[src/rtl/alu_result_serializer_if.sv]
// alu_result_serializer_if: ALU result capture side and narrow beat stream side
interface alu_result_serializer_if #(parameter int OUT_W = 32);
  logic             in_valid;
  logic             in_ready;
  logic [63:0]      in_result;
  logic             in_carry;
  logic             in_op;
  logic             out_valid;
  logic             out_ready;
  logic [OUT_W-1:0] out_data;
  logic             out_last;
  logic             out_op;
  logic             out_carry;
  modport master (
    output in_valid, in_result, in_carry, in_op, out_ready,
    input  in_ready, out_valid, out_data, out_last, out_op, out_carry
  );
  modport slave (
    input  in_valid, in_result, in_carry, in_op, out_ready,
    output in_ready, out_valid, out_data, out_last, out_op, out_carry
  );
endinterface

[src/rtl/alu_result_serializer.sv]
// alu_result_serializer: buffers ALU results in a FIFO and streams them out as OUT_W-bit beats
module alu_result_serializer #(
  parameter int OUT_W = 32,
  parameter int DEPTH = 2
) (
  input logic                   clk,
  input logic                   rst_n,
  alu_result_serializer_if.slave bus,
  output logic                  busy
);
  localparam int AW = $clog2(DEPTH);
  localparam logic [1:0] LAST_ADD = 2'(32 / OUT_W - 1);
  localparam logic [1:0] LAST_MUL = 2'(64 / OUT_W - 1);
  typedef enum logic {IDLE, SEND} state_t;
  state_t            state, state_n;
  logic [65:0]       mem [DEPTH];
  logic [AW-1:0]     wr, rd;
  logic [AW:0]       count, count_n;
  logic [1:0]        idx, idx_n;
  logic [65:0]       entry, nxt;
  logic [63:0]       res;
  logic [OUT_W-1:0]  data_n;
  logic              push, pop, fire, load, adv, last_n;
  assign bus.in_ready  = rst_n && count < (AW+1)'(DEPTH);
  assign bus.out_valid = state == SEND;
  assign push = bus.in_valid && bus.in_ready;
  assign fire = state == SEND && bus.out_ready;
  assign pop  = fire && bus.out_last;
  assign adv  = fire && !bus.out_last;
  assign load = (state == IDLE && count != '0) || (pop && (count > (AW+1)'(1) || push));
  // With one entry left, the follower is the one being pushed this cycle; bypass it to avoid a bubble
  assign nxt = count == (AW+1)'(1) ? {bus.in_result, bus.in_carry & ~bus.in_op, bus.in_op} : mem[rd + AW'(1)];
  always_comb begin
    entry   = pop ? nxt : mem[rd];
    idx_n   = adv ? idx + 2'd1 : 2'd0;
    res     = entry[65:2];
    data_n  = res[32'(idx_n) * OUT_W +: OUT_W];
    last_n  = idx_n == (entry[0] ? LAST_MUL : LAST_ADD);
    state_n = (load || (state == SEND && !pop)) ? SEND : IDLE;
    count_n = count + (AW+1)'(push) - (AW+1)'(pop);
  end
  always_ff @(posedge clk) begin
    if (push) mem[wr] <= {bus.in_result, bus.in_carry & ~bus.in_op, bus.in_op};
  end
  always_ff @(posedge clk) begin
    if (!rst_n) begin
      state         <= IDLE;
      count         <= '0;
      wr            <= '0;
      rd            <= '0;
      idx           <= '0;
      busy          <= 1'b0;
      bus.out_data  <= '0;
      bus.out_last  <= 1'b0;
      bus.out_op    <= 1'b0;
      bus.out_carry <= 1'b0;
    end else begin
      state <= state_n;
      count <= count_n;
      wr    <= wr + AW'(push);
      rd    <= rd + AW'(pop);
      busy  <= count_n != '0;
      if (load || adv) begin
        idx           <= idx_n;
        bus.out_data  <= data_n;
        bus.out_last  <= last_n;
        bus.out_op    <= entry[0];
        bus.out_carry <= entry[1];
      end else if (state_n == IDLE) begin
        idx           <= '0;
        bus.out_data  <= '0;
        bus.out_last  <= 1'b0;
        bus.out_op    <= 1'b0;
        bus.out_carry <= 1'b0;
      end
    end
  end
endmodule

[src/flat_wrapper.sv]
// flat-port wrapper written by rule: the top's interface ports become plain ports
module alu_result_serializer_flat 
#(
  parameter int OUT_W = 32,
  parameter int DEPTH = 2
)
  (clk, rst_n, busy, bus_in_valid, bus_in_result, bus_in_carry, bus_in_op, bus_out_ready, bus_in_ready, bus_out_valid, bus_out_data, bus_out_last, bus_out_op, bus_out_carry);
  alu_result_serializer_if #(.OUT_W(OUT_W)) bus_i ();
  input logic clk;
  input logic rst_n;
  output logic busy;
  input wire logic [$bits(bus_i.in_valid)-1:0] bus_in_valid;
  input wire logic [$bits(bus_i.in_result)-1:0] bus_in_result;
  input wire logic [$bits(bus_i.in_carry)-1:0] bus_in_carry;
  input wire logic [$bits(bus_i.in_op)-1:0] bus_in_op;
  input wire logic [$bits(bus_i.out_ready)-1:0] bus_out_ready;
  output wire logic [$bits(bus_i.in_ready)-1:0] bus_in_ready;
  output wire logic [$bits(bus_i.out_valid)-1:0] bus_out_valid;
  output wire logic [$bits(bus_i.out_data)-1:0] bus_out_data;
  output wire logic [$bits(bus_i.out_last)-1:0] bus_out_last;
  output wire logic [$bits(bus_i.out_op)-1:0] bus_out_op;
  output wire logic [$bits(bus_i.out_carry)-1:0] bus_out_carry;
  assign bus_i.in_valid = bus_in_valid;
  assign bus_i.in_result = bus_in_result;
  assign bus_i.in_carry = bus_in_carry;
  assign bus_i.in_op = bus_in_op;
  assign bus_i.out_ready = bus_out_ready;
  assign bus_in_ready = bus_i.in_ready;
  assign bus_out_valid = bus_i.out_valid;
  assign bus_out_data = bus_i.out_data;
  assign bus_out_last = bus_i.out_last;
  assign bus_out_op = bus_i.out_op;
  assign bus_out_carry = bus_i.out_carry;
  alu_result_serializer #(.OUT_W(OUT_W), .DEPTH(DEPTH)) u_core (.clk(clk), .rst_n(rst_n), .bus(bus_i), .busy(busy));
endmodule
[config.mk]
export PLATFORM = sky130hd
export DESIGN_NAME = alu_result_serializer_flat
export DESIGN_NICKNAME = d
export VERILOG_FILES = /design/src/rtl/alu_result_serializer_if.sv /design/src/rtl/alu_result_serializer.sv /design/src/flat_wrapper.sv
export SDC_FILE = /design/constraint.sdc
export NUM_CORES = 1
export LEC_CHECK = 0
export ABC_AREA = 0
export CAP_MARGIN = 30
export CORE_MARGIN = 2
export CORE_UTILIZATION = 30
export CTS_BUF_LIST = sky130_fd_sc_hd__clkbuf_4 sky130_fd_sc_hd__clkbuf_8
export DETAILED_ROUTE_END_ITERATION = 16
export GPL_ROUTABILITY_DRIVEN = 1
export SYNTH_ARGS = -nofsm -noshare
export SYNTH_HDL_FRONTEND = slang
export SYNTH_SLANG_ARGS = --single-unit
[constraint.sdc]
create_clock -name clk -period 3.09 [get_ports clk]
set_input_delay 0.4635 -clock clk [delete_from_list [all_inputs] [get_ports clk]]
set_output_delay 0.4635 -clock clk [all_outputs]
set_load 0.1 [all_outputs]
==> qor.csv <==
metric,value,unit
layout-drive-gt1-share,0.1856,
fin_ws,959.5,ps
cts_buffers,17,
rsz0062_at_grt,no,
synth_cell_type_count,42,
tightest_slew,683.2,ps
netlist_area,7367,sq um
synth_nets,503,
syn_inst,430,
post_cts_resized,0,
cts_max_level,4,
gp_congestion,0.6646,
drc,0,
clkSinkCount,176,
max_freq,0.4694,GHz
coreArea,24250,sq um
crit_required,3490,ps
cts_buffer_depth,2,
synthTopCellsByCount,"edfxtp_1 (132), dfxtp_1 (44), nor2_1 (36)",
critPathCaptureType,flop,
p_leak,3.086,nW
clockRootBuffer,clkbuf_8,
grt_pass1_wl,26040,um
synth.yosys.seq_area_share,0.6576,
clock_latency,450,ps
synth_xor_xnor_area_share,0.005944,
synthAdderAreaFrac,0.005095,
grt_overflow,0,
drt-pass1-iter-count,4,
synthMuxAreaShare,0.1659,
wl,16670,um
num_vias,4247,
yosys.area_share.simple,0.04127,
cts_tree,done,
critPathLaunchType,input port,
setup_viol,0,
synth_top_family_by_area,multiplexers,
cts.hold.buffers_added,0,
hold_viol,0,
postRouteAntennaNets,0,
synth_top_cell_by_area,edfxtp_1,
rows,57,
synth_compound_area_frac,0.09477,
maxSlewViolCount,0,
finalClockSkew,16.65,ps
track_usage,0.1325,
fin_util,0.3776,
ys_ff_latch,176,
fillers,2334,
p_total,5.287,mW
powerDensity,577.5,nW/um^2
fin_area,9156,sq um
die_y,160.7,um
synth_top_area_frac,0.5380,
hp-class,flop to flop,
cp.arrival,2530,ps
drtIter0Drc,215,
peakVddDrop,0.0003591,V
avgSynthCellArea,17.13,sq um
yosysWarnings,0,
status,completed,
placed_cell_area,8737,sq um
avgViaCountPerCell,4.826,
portBuffers,107,
ios,108,
nets,615,
dieArea,25830,sq um
start_util,0.3038,
path_class,input port to flop,
max_cap_violations,0,
crit_fanout,32,
maxSlewHeadroom,0.5437,
syn2layout_area_growth,24.29,%
min_period_over_period,0.6895,
post_drt_wl_per_cell,18.94,um
dp_hpwl,10380,um
die_w,160.7,um
synth-edff-count,132,
place_ws,472.4,ps
antenna_found_initial,1,
clkSlewWorstSetupHoldPaths,90,ps
grt_pass1_vias,4643,
postCtsSetupBuffers,0,
fin_crit,2131,ps
synth.area.top_cells,"edfxtp_1 (54%), dfxtp_1 (12%), mux4_1 (11%)",
async_flop_share,0,
grt_max_degree,67,
yosysMostFrequentCell,edfxtp_1,
synth_flop_cell,edfxtp_1,
-- sequential cells by signal (all words and copies together) (netlist names), named ones only --
register,flops
u_core.bus.out_op,1
u_core.bus.out_last,1
u_core.bus.out_carry,1
u_core.idx,2
u_core.rd,1
u_core.mem,132
u_core.bus.out_data,32
u_core.busy,1
u_core.wr,1
u_core.count,2
u_core.bus.out_valid,1
-- critical path: stages --
cell             delay, ps
clkdlybuf4s50_1        490
buf_4                  170
o2111a_1               240
nand4_4                550
a211oi_1               460
a221o_1                160
-- report_power, final --
part | leakage [nW] | switching (mW) | internal (mW) | total [mW]
clock | 0.217 | 0.876 | 0.825 | 1.70
sequential | 1.57 | 0.0666 | 2.67 | 2.73
combinational | 1.30 | 0.577 | 0.277 | 0.853
total | 3.09 | 1.52 | 3.77 | 5.29
-- cell usage in the layout (no fill, tap or decap), types with 2 or more instances in the layout --
master and instances:
nor2_1 36, mux2_1 3, clkbuf_8 17, dfxtp_1 42, clkinv_2 3, dfxtp_2 2, mux4_1 31, xnor2_1 4
clkdlybuf4s50_1 69, buf_12 2, o21a_1 4, a21oi_1 4, inv_6 7, a22o_1 3, buf_4 54, ha_4 2
and2_1 5, nand2_1 4, a221o_1 32, nor2b_1 2, nand2b_1 2, mux2i_1 34, bufinv_16 3, a211oi_1 32
edfxtp_1 132
-- cell families (layout without fill, tap and decap cells) --
family          Yosys count  count (layout)
compound gates           82              82
xor+xnor                  5               5
fa+ha+maj                 3               3
buf+inv                  34             159
flops                   176             176
mux                      70              70
other cells               0               1
simple gates             60              60
-- path summary, 6_finish.rpt --
kind	from	endpoint	slack (ps)	depth (start not counted)
max	bus_out_ready	u_core.bus.out_data[29]	960	6
min	u_core.bus.out_data[0]	u_core.bus.out_data[0]	490	1
max reg2reg	flop	u_core.bus.out_data[20]	970	3
min reg2reg	u_core.bus.out_data[0]	u_core.bus.out_data[0]	490	1
-- area by class of cell --
| cell class | count | area [sq um] | share of cell area |
|---|---|---|---|
| clock inverters | 14 | 175.2 | 0.01913 |
| flip-flops and latches | 176 | 4847 | 0.5294 |
| repair buffers | 125 | 1136 | 0.1241 |
| well taps | 324 | 405.4 | 0.04427 |
| clock buffers | 18 | 241.5 | 0.02637 |
| multi-input cells | 220 | 2341 | 0.2557 |
| inverters | 2 | 7.507 | 0.0008199 |
| diodes | 1 | 2.502 | 0.0002733 |
-- layer usage --
layer | share of wire | GRT usage | wire (um)
met1 | 0.44 | 0.1642 | 7368
met2 | 0.51 | 0.2347 | 8533
met3 | 0.034 | 0.02944 | 574
met4 | 0.012 | 0.03450 | 192
met5 | 0 | 0 | 0
-- through the flow --
step / instances / TNS, ps / hold slack, ps
finish: 880 / 0 / 493.8
global route: 880 / 0 / 525.6
CTS: 879 / 0 / 498.5
detailed placement: 847 / 0 / 472.7
global placement: 847 / 0 / 471.1
floorplan: 430 / -6788 / 511.1
Note: power is estimated with default switching activity, not from simulation.
